$ cat src/rtl/fetch_prefetch_unit.sv
// rtl/fetch_prefetch_unit.sv - instruction fetch front end with prefetch FIFO (optional FETCH_ALIGN_CHECK_EN)

module fetch_prefetch_unit #(
    parameter int              XLEN     = 32,
    parameter int              DEPTH    = 4,
    parameter logic [XLEN-1:0] RESET_PC = '0
) (
    input  logic            clk,
    input  logic            rst,
    input  logic            redirect,
    input  logic [XLEN-1:0] redirect_pc,
    input  logic            load_stall,
    output logic            imem_req,
    output logic            imem_we_re,
    output logic [3:0]      imem_mask,
    output logic [XLEN-1:0] imem_addr,
    input  logic            imem_valid,
    input  logic [XLEN-1:0] imem_rdata,
    output logic            out_valid,
    input  logic            out_ready,
    output logic [XLEN-1:0] out_instr,
    output logic [XLEN-1:0] out_pc,
    output logic            fetch_misalign
);

    localparam int              AW         = $clog2(DEPTH);
    localparam logic [AW:0]     FULL_COUNT = (AW+1)'(DEPTH);
    localparam logic [AW:0]     CNT_ONE    = (AW+1)'(1);
    localparam logic [AW-1:0]   PTR_ONE    = AW'(1);
    localparam logic [XLEN-1:0] PC_STEP    = XLEN'(4);

    typedef enum logic [1:0] {S_IDLE, S_WAIT, S_DROP} state_t;

    state_t          state, state_nxt;
    logic [XLEN-1:0] fetch_pc;
    logic [XLEN-1:0] redirect_target;
    logic [XLEN-1:0] pc_mem    [DEPTH];
    logic [XLEN-1:0] instr_mem [DEPTH];
    logic [AW-1:0]   head, tail;
    logic [AW:0]     count;
    logic            misalign_q;
    logic            issue_ok, push, pop;

`ifdef FETCH_ALIGN_CHECK_EN
    assign redirect_target = redirect_pc;

    always_ff @(posedge clk) begin
        if (rst)
            misalign_q <= 1'b0;
        else if (redirect && redirect_pc[1:0] != 2'b00)
            misalign_q <= 1'b1;
    end
`else
    assign redirect_target = redirect_pc & ~XLEN'(3);
    assign misalign_q      = 1'b0;
`endif

    // A pop in the same cycle never frees a slot for issue: the slot check uses count only.
    assign issue_ok = !rst && !load_stall && (count < FULL_COUNT) && !redirect && !misalign_q;
    assign pop      = out_valid && out_ready && !redirect;

    always_comb begin
        state_nxt = state;
        imem_req  = 1'b0;
        push      = 1'b0;
        case (state)
            S_IDLE: begin
                imem_req = issue_ok;
                if (issue_ok)
                    state_nxt = S_WAIT;
            end
            S_WAIT: begin
                imem_req = !rst;
                if (imem_valid) begin
                    push      = !redirect;
                    state_nxt = S_IDLE;
                end else if (redirect) begin
                    state_nxt = S_DROP;
                end
            end
            S_DROP: begin
                if (imem_valid)
                    state_nxt = S_IDLE;
            end
            default: state_nxt = S_IDLE;
        endcase
    end

    always_ff @(posedge clk) begin
        if (rst) begin
            state    <= S_IDLE;
            fetch_pc <= RESET_PC;
            head     <= '0;
            tail     <= '0;
            count    <= '0;
        end else begin
            state <= state_nxt;
            if (redirect) begin
                fetch_pc <= redirect_target;
                head     <= '0;
                tail     <= '0;
                count    <= '0;
            end else begin
                if (push) begin
                    tail     <= tail + PTR_ONE;
                    fetch_pc <= fetch_pc + PC_STEP;
                end
                if (pop)
                    head <= head + PTR_ONE;
                case ({push, pop})
                    2'b10:   count <= count + CNT_ONE;
                    2'b01:   count <= count - CNT_ONE;
                    default: count <= count;
                endcase
            end
        end
    end

    always_ff @(posedge clk) begin
        if (push && !rst) begin
            pc_mem[tail]    <= fetch_pc;
            instr_mem[tail] <= imem_rdata;
        end
    end

    assign imem_we_re     = 1'b0;
    assign imem_mask      = 4'b1111;
    assign imem_addr      = fetch_pc;
    assign out_valid      = (count != '0);
    assign out_instr      = out_valid ? instr_mem[head] : '0;
    assign out_pc         = out_valid ? pc_mem[head] : '0;
    assign fetch_misalign = misalign_q;

endmodule

$ cat config.mk
export PLATFORM = sky130hd
export DESIGN_NAME = fetch_prefetch_unit
export DESIGN_NICKNAME = d
export VERILOG_FILES = /design/src/rtl/fetch_prefetch_unit.sv
export SDC_FILE = /design/constraint.sdc
export NUM_CORES = 1
export LEC_CHECK = 0
export ABC_AREA = 0
export ABC_CLOCK_PERIOD_IN_PS = 6700
export BUFFER_PORTS_ARGS = -buffer_cell sky130_fd_sc_hd__buf_4
export CAP_MARGIN = 15
export CELL_PAD_IN_SITES_DETAIL_PLACEMENT = 1
export CELL_PAD_IN_SITES_GLOBAL_PLACEMENT = 1
export CORE_MARGIN = 2
export CORE_UTILIZATION = 52
export DETAILED_ROUTE_END_ITERATION = 16
export GPL_TIMING_DRIVEN = 0
export PLACE_DENSITY_LB_ADDON = 0.08
export SLEW_MARGIN = 20
export SYNTH_ARGS = -nofsm -noshare
export SYNTH_HDL_FRONTEND = slang
export SYNTH_SLANG_ARGS = --single-unit
$ cat constraint.sdc
create_clock -name clk -period 6.7 [get_ports clk]
set_input_delay 0.67 -clock clk [delete_from_list [all_inputs] [get_ports clk]]
set_output_delay 0.67 -clock clk [all_outputs]
set_load 0.1 [all_outputs]
## After elaboration in Yosys (flattened, before gate mapping)

Memory sizes are Yosys's and may differ from the RTL's. A register that Yosys moved wholly into a read port is not among the register bits.
Index checks and enable logic that the tools add are counted.

| operators by class | value |
|---|---|
| add/sub/neg operators | 5 |
| $lt $le $gt $ge | 1 |
| eq/ne operators | 7 |
| muxes and demuxes | 19 |
| reductions and logical operators | 15 |

Operator list:

| operator | count |
|---|---|
| 32-bit two-way mux | 4 |
| 32-bit by 3-bit adder with 32-bit output, second input constant | 1 |
| 2-bit two-way mux | 8 |
| 1-bit logical AND | 6 |
| 2-bit case mux with 3 select lines | 1 |
| 3-bit case mux with 2 select lines | 1 |
| 2-bit by 1-bit adder with 2-bit output, second input constant | 2 |
| 2-bit by 1-bit == test with 1-bit output, second input constant | 2 |
| 2-bit == test, second input constant | 2 |
| 1-bit two-way mux | 4 |
| 2-bit != test, second input constant | 2 |
| 2-bit nonzero test | 2 |
| 3-bit by 1-bit adder with 3-bit output, second input constant | 1 |
| 1-bit logical NOT | 3 |
| 3-bit < comparator, second input constant | 1 |
| 3-bit != test, second input constant | 1 |
| 3-bit AND reduction | 1 |
| 3-bit nonzero test | 1 |
| 3-bit by 1-bit subtractor with 3-bit output, second input constant | 1 |
| 2-bit logical NOT | 1 |
| 1-bit case mux with 2 select lines | 1 |
| 2-bit OR reduction | 1 |

| storage, ports and cells | value |
|---|---|
| flip-flop bits (word level) | 41 |
| bits in writable memories | 256 |
| input port bits | 70 |
| output and inout port bits | 104 |
| logic and storage cells | 55 |
| memories | 2 |

Memory list:

| name | words | bits a word | read ports | clocked after memory_dff | write ports | line | RTL |
|---|---|---|---|---|---|---|---|
| instr_mem | 4 | 32 | 1 | 1 | 1 | 38 | `logic [XLEN-1:0] instr_mem [DEPTH];` |
| pc_mem | 4 | 32 | 1 | 1 | 1 | 37 | `logic [XLEN-1:0] pc_mem [DEPTH];` |

## Logic depth before layout (Yosys ltp)

Gate-level depths: netlist of the first run.

| logic depth | value |
|---|---|
| word-level depth | 6 |
| depth in mapped cells | 10 |
| depth with buffers taken out | 8 |

## Worst setup path after synthesis of the first run

No wires, ideal clock.

| path | value |
|---|---|
| path kind | input to output |
| start point | input redirect |
| end point | output imem_req |
| arrival time | 3272 ps |
| path slack | 2758 ps |
| stages | 5 |
| buffers on the path | 2 |
| cell sequence | buf_2 buf_1 nor3_1 nor2_1 nor3_1 |

| between the ends | value |
|---|---|
| word-level cells in the longest chain between the ends | 3 |

Ends and longest elaborated chain:

| what | line | RTL |
|---|---|---|
| start: declaration | 10 | `input logic redirect,` |
| 1-bit logical NOT | 59 | `assign issue_ok = !rst && !load_stall && (count < FULL_COUNT) && !redirect && !misalign_q;` |
| 1-bit logical AND | 59 |  |
| 1-bit case mux with 2 select lines | 66 | `case (state)` |
| end: declaration | 13 | `output logic imem_req,` |

No other way between the ends.

==> reports/results.txt, run 1 <==
The routed length per placed instance was 23.9 um; the count of distinct cell types in the synthesized netlist was 50. After clock tree synthesis, the clock-pin slew on the worst setup and hold paths is 0.06 ns. The relative contribution of combinational cells to total power is 0.064, and the setup skew after layout is 0.00823 ns.

The endpoint class of the critical path was a primary output. The internal portion of the total power is 3.11 mW. The final critical-path share of the clock period was 0.520. The cell depth of the worst hold path is 1, and the clock sink count is 289. For the worst-skew pair, the clock arrives at the later sink with an insertion delay of 0.54 ns. In this run the critical register-to-register path is captured at instr_mem[3][25]. The logs give 0.515 for the worst slew slack as a fraction of its limit and 0.699 for the proportion of synthesized chip area in sequential cells.

The net switching share of the total power is 0.228, and the maximum ir drop on the vdd rail is 0.224 mV. The tools report the total count of max-transition violations in the final report as 0. The warning count from the yosys run was 0.

Setup violations remaining at the end of the flow were counted as 0. Gates resized during post-CTS repair numbered 0. The via-per-instance ratio came out at 5.83. Setup repair after global routing left no endpoint under its margin.

The run gives 29000 um as the total wire length. The commonest non-fill, non-tap cell in the layout was edfxtp_1. The most used flip-flop cell after synthesis is edfxtp_1. The tools report the source of the worst hold timing path as imem_rdata[23].

The sequential power share came out at 0.498. The run gives 7658 as the number of global-route vias before repair. For hold timing, the worst endpoint is instr_mem[2][23]. After the last flow step, the layout net total stands at 980. The top-level I/O count is 174, and the data arrival at the endpoint of the critical path is 2.82 ns. The height of the die is 155 um. The run gives 5.11 nW as the leakage power. Summed over all instances, the cell type with the most area after synthesis is edfxtp_1.

Port buffering added 159 buffers. The number of clock buffers added by TritonCTS is 30. The proportion of power drawn by the clock network was 0.438. The worst setup path is launched from a register.

Along the worst path, the maximum fanout reaches 10. The overall fraction of global-route tracks in use is 0.243. The path class of the tightest hold or removal check is primary input to register. The global-route wire length before repair is 44400 um. The tools report the root buffer selected by CTS as clkbuf_16. The run gives 0 ns as the total negative setup slack. The maximum level of the CTS H-tree is 1, and the number of flops mapped to enable cells by yosys is 248.

Entering global routing, the biggest net connects 45 pins. The floorplan step defined a core boundary enclosing 22500 um2. The number of flip-flops and latches in the synthesized netlist was 289; the max-cap check violation count was 0. The async set or reset register ratio after synthesis was 0; the initial core utilization was 0.526.

TritonCTS built the clock tree. The setup check on the worst reg-to-reg path leaves a slack of 4.31 ns. The top cell types in the final layout, fill and taps aside, are edfxtp_1 (248), buf_4 (170), mux4_2 (62), and2_1 (62), dfxtp_1 (41).

The tools report the achievable frequency as 287 MHz. The areal power density over the cells came out at 276 nW/um2. The launching point of the worst reg2reg path was state[1]. The tools report the total net switching power as 0.920 mW. After global routing the overflow that remains totals 0.

The final route contains 7067 vias. For the pin with the worst max-slew slack, the measured transition is 0.728 ns. The buffer count from post-CTS setup fixing is 0, and the die span in x is 155 um. The cell count after synthesis came out at 700.

The floorplan step defined a die boundary enclosing 24000 um2. The top cell type's share of synthesized area came out at 0.630. The critical path start-end classification was register to primary output. The relative area change from synthesis to final layout is 23.4%.

The overall power of the completed layout is 4.03 mW. For the remaining number of nets flagged by the antenna check after routing, the log shows 0. For this run, design rule violations remaining after detail routing come to 0. The logs give 11800 um2 for the netlist area before placement and 3 for the largest buffer count on any clock path. The depth of the worst register-to-register path is 4. The mean area per synthesized cell was 16.9 um2. The run gives 0.847 as the weighted congestion at the end of routability-driven global placement. Number of hold buffers added after cts: 0.

The floorplan has 55 rows. The worst path needs 3.49 ns of the cycle, external delays included. The tools report the placed wire-length estimate as 19000 um. After the first detailed-routing iteration, the DRC count stood at 442. The number of antenna violations at the first check in global routing is 1, and the share of layout cells above drive strength 1 is 0.330. The hold violation total from the final report came out at 0.

Sorting the synthesized cells by area gives the leading types as edfxtp_1 (63%), mux4_2 (12%), dfxtp_1 (6.9%), and2_1 (3.5%), nor2_1 (1.2%). The first TritonRoute pass finished after 7 iterations. The run finished with clean final reports. The run gives 6.03 ns as the data required time of the worst path.
## power by group through the flow
stage	registers (mW)	logic [mW]	clock network [mW]
2_1_floorplan	2.12	0.0908	0
3_3_place_gp	2.04	0.251	0
3_5_place_dp	2.04	0.259	0
4_1_cts	2.01	0.260	1.79
5_1_grt	2.01	0.272	1.86
6_report	2.01	0.260	1.76
## cell families (layout without fill, tap and decap cells)
kind of cell | after synthesis | in the layout | synth area share
flops | 289 | 289 | 0.699
simple gates | 204 | 204 | 0.102
mux | 65 | 65 | 0.121
buf+inv | 62 | 281 | 0.0240
compound gates | 57 | 57 | 0.0353
xor+xnor | 14 | 14 | 0.0104
fa+ha+maj | 7 | 7 | 0.00804
other cells | 2 | 11 | 0.000635
## critical path: stages, from the launching register on
cell and delay [ns]:
dfxtp_1 0.32, clkbuf_1 0.50, buf_2 0.46, mux4_2 0.57
and2_1 0.20, buf_4 0.24
## flip-flops by register name, summed over array words and instances (netlist names), named ones only
name and count:
head 2, imem_addr 30, tail 2, count 3, pc_mem 120, state 2, instr_mem 128
## per-stage QoR
step	std cells	util	instance area (um2)	hold slack, ns	worst slack (ns)
6_report	1213	0.649	14600	0.330	3.21
5_1_grt	1213	0.649	14600	0.311	3.06
4_1_cts	1212	0.648	14600	0.305	3.14
3_5_place_dp	1156	0.601	13500	0.524	3.62
3_3_place_gp	1152	0.596	13400	0.486	2.05
2_1_floorplan	708	-	11900	0.472	2.76
## layer usage
layer,track usage,up-vias,part of all wire
li1,-,3158,-
met1,0.325,3637,0.42
met2,0.415,218,0.50
met3,0.0345,54,0.046
met4,0.0807,0,0.027
met5,0,-,0
## worst max path at each step
stage                          to     start  slack, ns
finish                 out_pc[20]  register       3.21
global route            out_pc[7]  register       3.06
global placement    pc_mem[2][23]       rst       2.05
CTS                     out_pc[7]  register       3.14
floorplan                imem_req  redirect       2.76
detailed placement       count[2]  redirect       3.62
## Yosys cell counts, drive strengths merged, types with 7 or more instances
| master | n |
|---|---|
| mux4 | 62 |
| xnor2 | 8 |
| clkbuf | 25 |
| nor2 | 37 |
| a21oi | 9 |
| a2111oi | 7 |
| inv | 15 |
| and3 | 10 |
| nand3 | 10 |
| dfxtp | 41 |
| or3 | 10 |
| a311oi | 10 |
| nor3 | 16 |
| nand4 | 7 |
| edfxtp | 248 |
| nand2 | 16 |
| and4 | 14 |
| a211oi | 14 |
| o21ai | 9 |
| and2 | 66 |
| buf | 21 |
## cell type report
cell class              count  area (um2)
diodes                      1        2.50
plain buffers              46         224
clock buffers              32         779
clock inverters            24         283
fillers                  2022        7910
inverters                  16        60.1
multi-input cells         357        3320
flip-flops and latches    289        8270
well taps                 285         357
repair buffers            163        1300
Note: power is estimated with default switching activity, not from simulation.
==> run 2: changes to the inputs <==
- ABC_CLOCK_PERIOD_IN_PS: 6700 -> 3200
- CORE_UTILIZATION: 52 -> 43
- clock period: 6.7 -> 3.2 ns (I/O delays scaled with it)
==> run 2 against run 1 <==
Sequential cell count unchanged. Clock-buffer cell count up 7. Clock power increased by 97%. Design area increased by 2.3%. Final cell count rose by 7.2%. Clock skew about the same. Combinational power up 120%. Highest routed layer unchanged. Critical path depth stayed put. Via count is 0.47% lower.
==> reports/results.txt, run 2 (same netlist as run 1, synthesis figures left out) <==
The standard cell core area was 27000 um2 (+20%); the remaining number of nets flagged by the antenna check after routing was 0 (unchanged). The number of antenna violations at the first check in global routing came out at 0 (-1). The achievable frequency is 330 MHz, and the overall fraction of global-route tracks in use is 0.201 (-0.0420). The data arrival at the endpoint of the critical path came out at 2.71 ns (-0.11 ns). Critical path start-end classification: register to primary output. The largest fanout on the critical path is 10 (unchanged), and the transition time at the pin with the least slew margin is 0.656 ns (-0.0719 ns). The worst register-to-register path begins at state[1]. The total internal power is 6.36 mW (+100%), and the fill cell total of the finished layout is 2546 (+26%). The total non-filler cell area in the finished layout was 14900 um2 (+2.3%); the DRC violation count after routing was 0 (unchanged). For the largest buffer count on any clock path, the log shows 3 (unchanged). The worst register-to-register path ends at pc_mem[2][23]. The run gives 60 (+9.1%) as the number of rows in the core area. The max-cap check violation count is 0 (unchanged), and the routed length per placed instance is 22.0 um (-7.9%). The weighted congestion at the end of routability-driven global placement is 0.821 (-3.1%). For the pin count of the biggest net entering global routing, the log shows 38 (-16%). The tools report the critical path launch point type as a register.

The total wire length came out at 28600 um (-1.3%). The clock sink count is 289 (unchanged). After layout, the minimum clock period comes to 3.03 ns. Leaving out fill and tap cells, the most frequent cells in the layout are edfxtp_1 (248), buf_4 (170), mux4_2 (62), and2_1 (62), dfxtp_1 (41). Post-detailed-placement cell area: 13600 um2 (+0.55%). Worst min-delay path class: primary input to register. The critical path ends at out_pc[29].

The worst setup path is captured at a primary output. Clock tree synthesis selected as its root buffer the cell clkbuf_16. For the number of global-route vias before repair, the log shows 7635 (-0.30%). Total net switching power: 1.89 mW (+110%). The logs give 174 (unchanged) for the top-level I/O count and 18700 um (-1.1%) for the placed wire-length estimate. The tools report the number of nets in the finished design as 1012 (+3.3%). The number of flip-flops in the largest register works out to 128 (unchanged).

The tools report the insertion delay to the later sink of the worst-skew pair as 0.55 ns (about the same). The run finished with clean final reports. The setup skew after layout was 0.00803 ns (-0.000199 ns).

The depth of the worst register-to-register path works out to 4 (unchanged). The total count of max-transition violations in the final report came out at 0 (unchanged). TritonCTS built the clock tree. The height of the die is 170 um (+9.7%), and the register-to-register path setup slack is 0.80 ns (-3.51 ns). The register with the most flip-flops in the final layout is instr_mem. The area growth from synthesis to layout is 26.2%. The quantity of I/O buffers inserted on ports is 159 (unchanged), and the global-route wire length before repair is 44200 um (-0.43%).

For the antenna diode count, the log shows 0 (-1). Setup repair after global routing left no endpoint under its margin. The leakage power came out at 5.24 nW (+2.6%). Total overflow reported by the global router: 0 (unchanged). Commonest non-fill, non-tap cell in the layout: edfxtp_1. The areal power density over the cells was 553 nW/um2 (+100%). The maximum ir drop on the vdd rail is 0.353 mV (+58%), and the clock transition time at the flip-flop clock pins of the worst setup and hold paths is 0.06 ns (about the same). The tools report the number of DRC markers in iteration 0 as 495 (+12%).

The overall power of the completed layout was 8.25 mW (+100%); the net switching share of the total power was 0.229 (+0.000613). The area of the die is 28900 um2 (+20%), and the via count of the routed design is 7034 (-0.47%). The via-per-instance ratio was 5.41 (-7.1%). The proportion of power drawn by the clock network came out at 0.421 (-0.017). The die span in x is 170 um (+9.7%).

The number of iterations in the first detailed-routing pass was 4 (-3). The sequential power share was 0.509 (+0.011). The final setup violation count came out at 0 (unchanged).

The initial core utilization is 0.439 (-0.0868). The tools report the maximum level of the CTS H-tree as 1 (unchanged). The worst hold path begins at redirect_pc[3].

The worst slew slack as a fraction of its limit is 0.562 (+0.0479), and the relative contribution of combinational cells to total power is 0.070 (+0.006). The share of layout cells above drive strength 1 was 0.318 (-0.0121). Final critical-path share of the clock period: 0.948. The logs give 30 (unchanged) for the TritonCTS buffer count and 2.88 ns (-3.15 ns) for the data required time of the worst path. Hold violation total from the final report: 0 (unchanged).
-- run 2: changes by cell type in the layout (fill, tap and decap cells not counted), moves of 2 or more --
cell / previous run / this run
clkbuf_8: 0 / 3
clkinv_4: 2 / 0
bufinv_16: 6 / 3
clkinvlp_4: 5 / 0
dlygate4sd3_1: 0 / 33
clkbuf_2: 0 / 3
-- run 2: layer usage --
metal / vias up / global-route usage / wire length (um)
met5: - / 0 / 0
met4: 0 / 0.0498 / 507
met3: 36 / 0.0253 / 1370
met2: 198 / 0.341 / 14200
met1: 3576 / 0.278 / 12500
li1: 3224 / - / -
-- run 2: power groups by stage --
stage	Sequential (mW)	Combinational, mW	Clock, mW
global placement	4.28	0.531	0
CTS	4.20	0.580	3.55
detailed placement	4.28	0.544	0
global route	4.21	0.606	3.68
finish	4.20	0.577	3.47
floorplan	4.44	0.191	0
-- run 2: critical path, cell delays in order (launching register included) --
cell      delay [ns]
dfxtp_1         0.31
clkbuf_1        0.46
clkbuf_1        0.57
mux4_2          0.40
and2_1          0.19
buf_4           0.23
-- run 2: worst min path at each step --
stage	slack [ns]	cells after the start	to
finish	0.05	3	imem_addr[3]
global route	0.05	3	imem_addr[3]
CTS	0.03	3	imem_addr[3]
detailed placement	0.52	1	instr_mem[3][29]
global placement	0.48	2	count[1]
floorplan	0.40	1	state[1]
-- run 2: what timing repair did --
item                                    in CTS  in global routing
buffers inserted                             0                  0
endpoints found under the setup margin       3                 20
gates cloned                                 0                  0
endpoints found under the hold margin      129                  0
resized for setup                            1                  4
hold buffers                                33                  0
-- run 2: area by class of cell --
class | count | area [um2] | share of cell area
Tap cell | 341 | 427 | 0.0286
Inverter | 16 | 60.1 | 0.00402
Multi-Input combinational cell | 357 | 3320 | 0.223
Clock buffer | 39 | 836 | 0.0560
Timing Repair Buffer | 196 | 1630 | 0.109
Buffer | 45 | 224 | 0.0150
Clock inverter | 17 | 155 | 0.0104
Sequential cell | 289 | 8270 | 0.554
-- run 2: stage by stage --
step / TNS, ns / hold WS (ns) / cells / setup slack (ns) / util
global route: 0 / 0.0479 / 1300 / 0.0196 / 0.554
global placement: -306.69 / 0.485 / 1208 / -1.25 / 0.500
CTS: 0 / 0.0294 / 1300 / 0.0211 / 0.554
floorplan: 0 / 0.397 / 708 / 0.167 / -
detailed placement: 0 / 0.524 / 1212 / 0.447 / 0.505
finish: 0 / 0.0479 / 1300 / 0.167 / 0.554
==> run 3: changes to the inputs <==
- BUFFER_PORTS_ARGS: -buffer_cell sky130_fd_sc_hd__buf_4 -> default
- CAP_MARGIN: 15 -> default
- CORE_UTILIZATION: 43 -> 48
- DONT_BUFFER_PORTS: default -> 1
==> run 3 against run 2 <==
Worst setup slack got worse by 0.031 ns. Largest cell class unchanged. Largest power group unchanged. Clock power fell by 3%. Sequential share of layout area is 3.7 points higher. Fmax fell by 1.0%. Critical endpoint is now out_pc[30]. Highest routed layer unchanged.
==> reports/results.txt, run 3 (same netlist as run 1, synthesis figures left out) <==
Final critical-path share of the clock period: 0.957 (+0.00965). For the total count of max-transition violations in the final report, the log shows 0 (unchanged). The tools report the worst setup margin as 0.136 ns (-0.0309 ns).

Setup repair after global routing left no endpoint under its margin. The initial core utilization was 0.488 (+0.0489). The logs give 0.419 (-0.002) for the proportion of power drawn by the clock network and 0.55 ns (about the same) for the insertion delay to the later sink of the worst-skew pair. The leakage power was 4.57 nW (-13%); the largest fanout on the critical path was 10 (unchanged).

The area of the die was 25900 um2 (-10%); the areal power density over the cells was 575 nW/um2 (+4.0%). The final setup violation count is 0 (unchanged), and the maximum ir drop on the vdd rail is 0.348 mV (-1.4%). The cell depth of the worst hold path is 4 (+1). For the overall fraction of global-route tracks in use, the log shows 0.215 (+0.0137).

The final cell count without fillers was 1149 (-12%); the depth of the worst register-to-register path was 5 (+1). The via-per-instance ratio is 5.80 (+7.2%), and the number of nets in the finished design is 878 (-13%). The final worst hold slack came out at 0.0325 ns (-0.0154 ns). The global-route wire length before repair is 42700 um (-3.4%).

The maximum level of the CTS H-tree is 1 (unchanged). The largest register by flop count was instr_mem. Setup skew after layout: 0.0186 ns (+0.0105 ns). The critical path is of the register to primary output type.

The sequential power share is 0.544 (+0.035), and the height of the die is 161 um (-5.2%). The clock transition time at the flip-flop clock pins of the worst setup and hold paths was 0.07 ns (about the same); the delay of the slowest cell on the worst path was 0.60 ns (+0.03 ns). The routed length per placed instance is 24.0 um (+8.7%), and the final core utilization is 0.580 (+0.0258). The via count of the routed design was 6662 (-5.3%); the top-level I/O count was 174 (unchanged). The share of layout cells above drive strength 1 works out to 0.287 (-0.0308). For the data required time of the worst path, the log shows 2.88 ns (about the same). The number of global-route vias before repair is 7169 (-6.1%). In the layout the commonest cells are edfxtp_1 (248), mux4_2 (62), and2_2 (60). The tools report the achievable frequency as 326 MHz (-1.0%).

The transition time at the pin with the least slew margin was 1.00 ns (+0.345 ns); the data arrival at the endpoint of the critical path was 2.74 ns (+0.03 ns). The tools report the number of antenna violations at the first check in global routing as 0 (unchanged). Critical path depth in cells: 4 (-1). The cell that appears most often on the critical path is clkbuf_1. The minimum period implied by the final worst setup slack came out at 3.06 ns (+0.0309 ns).

The hold violation total from the final report is 0 (unchanged). The placed wire-length estimate was 17900 um (-4.3%); the instance count after placement with tap cells included was 1036 (-15%). The commonest non-fill, non-tap cell in the layout was edfxtp_1. The worst setup slack after placement is 0.0744 ns (-0.373 ns), and the relative contribution of combinational cells to total power is 0.037 (-0.033). For the TritonCTS buffer count, the log shows 30 (unchanged).

The die span in x came out at 161 um (-5.2%). The net switching share of the total power is 0.231 (+0.00181), and the pin count of the biggest net entering global routing is 41 (+7.9%). The tools report the max-cap check violation count as 0 (unchanged). Traced cell by cell, the critical path runs through clkbuf_1 > clkbuf_1 > mux4_2 > and2_2. Weighted congestion at the end of routability-driven global placement: 0.800 (-2.6%). The buffer count from post-CTS setup fixing is 0 (unchanged). Critical-path cell with the highest stage delay: clkbuf_1. The run gives 0 (unchanged) as the DRC violation count after routing. The tools report the total internal power as 6.22 mW (-2.3%). Critical path launch point type: a register.

The clock sink count came out at 289 (unchanged). For the remaining number of nets flagged by the antenna check after routing, the log shows 0 (unchanged). The number of flip-flops in the largest register came out at 128 (unchanged). STA classifies the critical path endpoint as a primary output. Total wire length: 27500 um (-3.9%). For the worst slew slack as a fraction of its limit, the log shows 0.337 (-0.226). The largest buffer count on any clock path is 3 (unchanged). The min-delay analysis places its worst path in the category primary input to register. Grouping stages by cell kind, the critical path spends the most delay in buffers and inverters. The number of rows in the core area came out at 57 (-5.0%).

The footprint of the flip-flops and latches was 8310 um2 (+0.45%). The fill cell total of the finished layout was 2210 (-13%). The number of iterations in the first detailed-routing pass came out at 4 (unchanged).

For the number of DRC markers in iteration 0, the log shows 410 (-17%). TritonCTS built the clock tree. The total net switching power was 1.86 mW (-1.3%); the standard cell core area was 24200 um2 (-10%). The run finished with clean final reports. The run gives 0 (unchanged) as the antenna diode count. Number of buffer and inverter instances along the worst setup path: 2 (-1). The tools report the root buffer selected by CTS as clkbuf_16.

The relative area change from synthesis to final layout came out at 18.8%. The quantity of I/O buffers inserted on ports is 0 (-100%), and the total overflow reported by the global router is 0 (unchanged). The multi-input combinational cell area came out at 3400 um2 (+2.4%).
-- run 3: worst paths after layout --
path,slack (ns),end,startpoint
hold reg to reg,0.54,head[1],head[1]
setup / recovery,0.14,out_pc[30],register
setup reg to reg,0.77,imem_addr[18],imem_addr[3]
hold / removal,0.03,imem_addr[31],redirect_pc[31]
-- run 3: worst min-delay path, delay by kind of cell --
family,cells,cell delay [ns]
buf+inv,1,0.05
simple gates,1,0.04
compound gates,2,0.13
-- run 3: cell type report --
type                    instances  share of cell area
clock inverters                15             0.00926
well taps                     324              0.0288
plain buffers                  45              0.0161
clock buffers                  41              0.0593
multi-input cells             357               0.242
repair buffers                 62              0.0491
flip-flops and latches        289               0.591
inverters                      16             0.00427
-- run 3: metrics by stage --
stage / cell area (um2) / total power [mW] / setup TNS (ns)
finish: 14100 / 8.08 / 0
global route: 14100 / 8.34 / 0
CTS: 14000 / 8.15 / 0
detailed placement: 12400 / 4.70 / 0
global placement: 12300 / 4.68 / -282.58
floorplan: 11900 / 4.63 / 0
-- run 3: routing by layer --
layer	routed length [um]	global-route usage
met1	11500	0.281
met2	14100	0.374
met3	1580	0.0460
met4	388	0.0438
met5	0	0
-- run 3: timing repair --
action	in CTS	in global routing
endpoints found under the hold margin	154	0
pin swaps	0	0
resized for setup	56	7
hold buffers	58	0
gates cloned	0	0
setup endpoints to repair	60	7
-- run 3: power groups by stage --
stage / Clock (mW) / Sequential [mW] / Combinational [mW]
finish: 3.38 / 4.40 / 0.303
global route: 3.61 / 4.41 / 0.324
CTS: 3.45 / 4.40 / 0.302
detailed placement: 0 / 4.48 / 0.224
global placement: 0 / 4.47 / 0.216
floorplan: 0 / 4.44 / 0.191
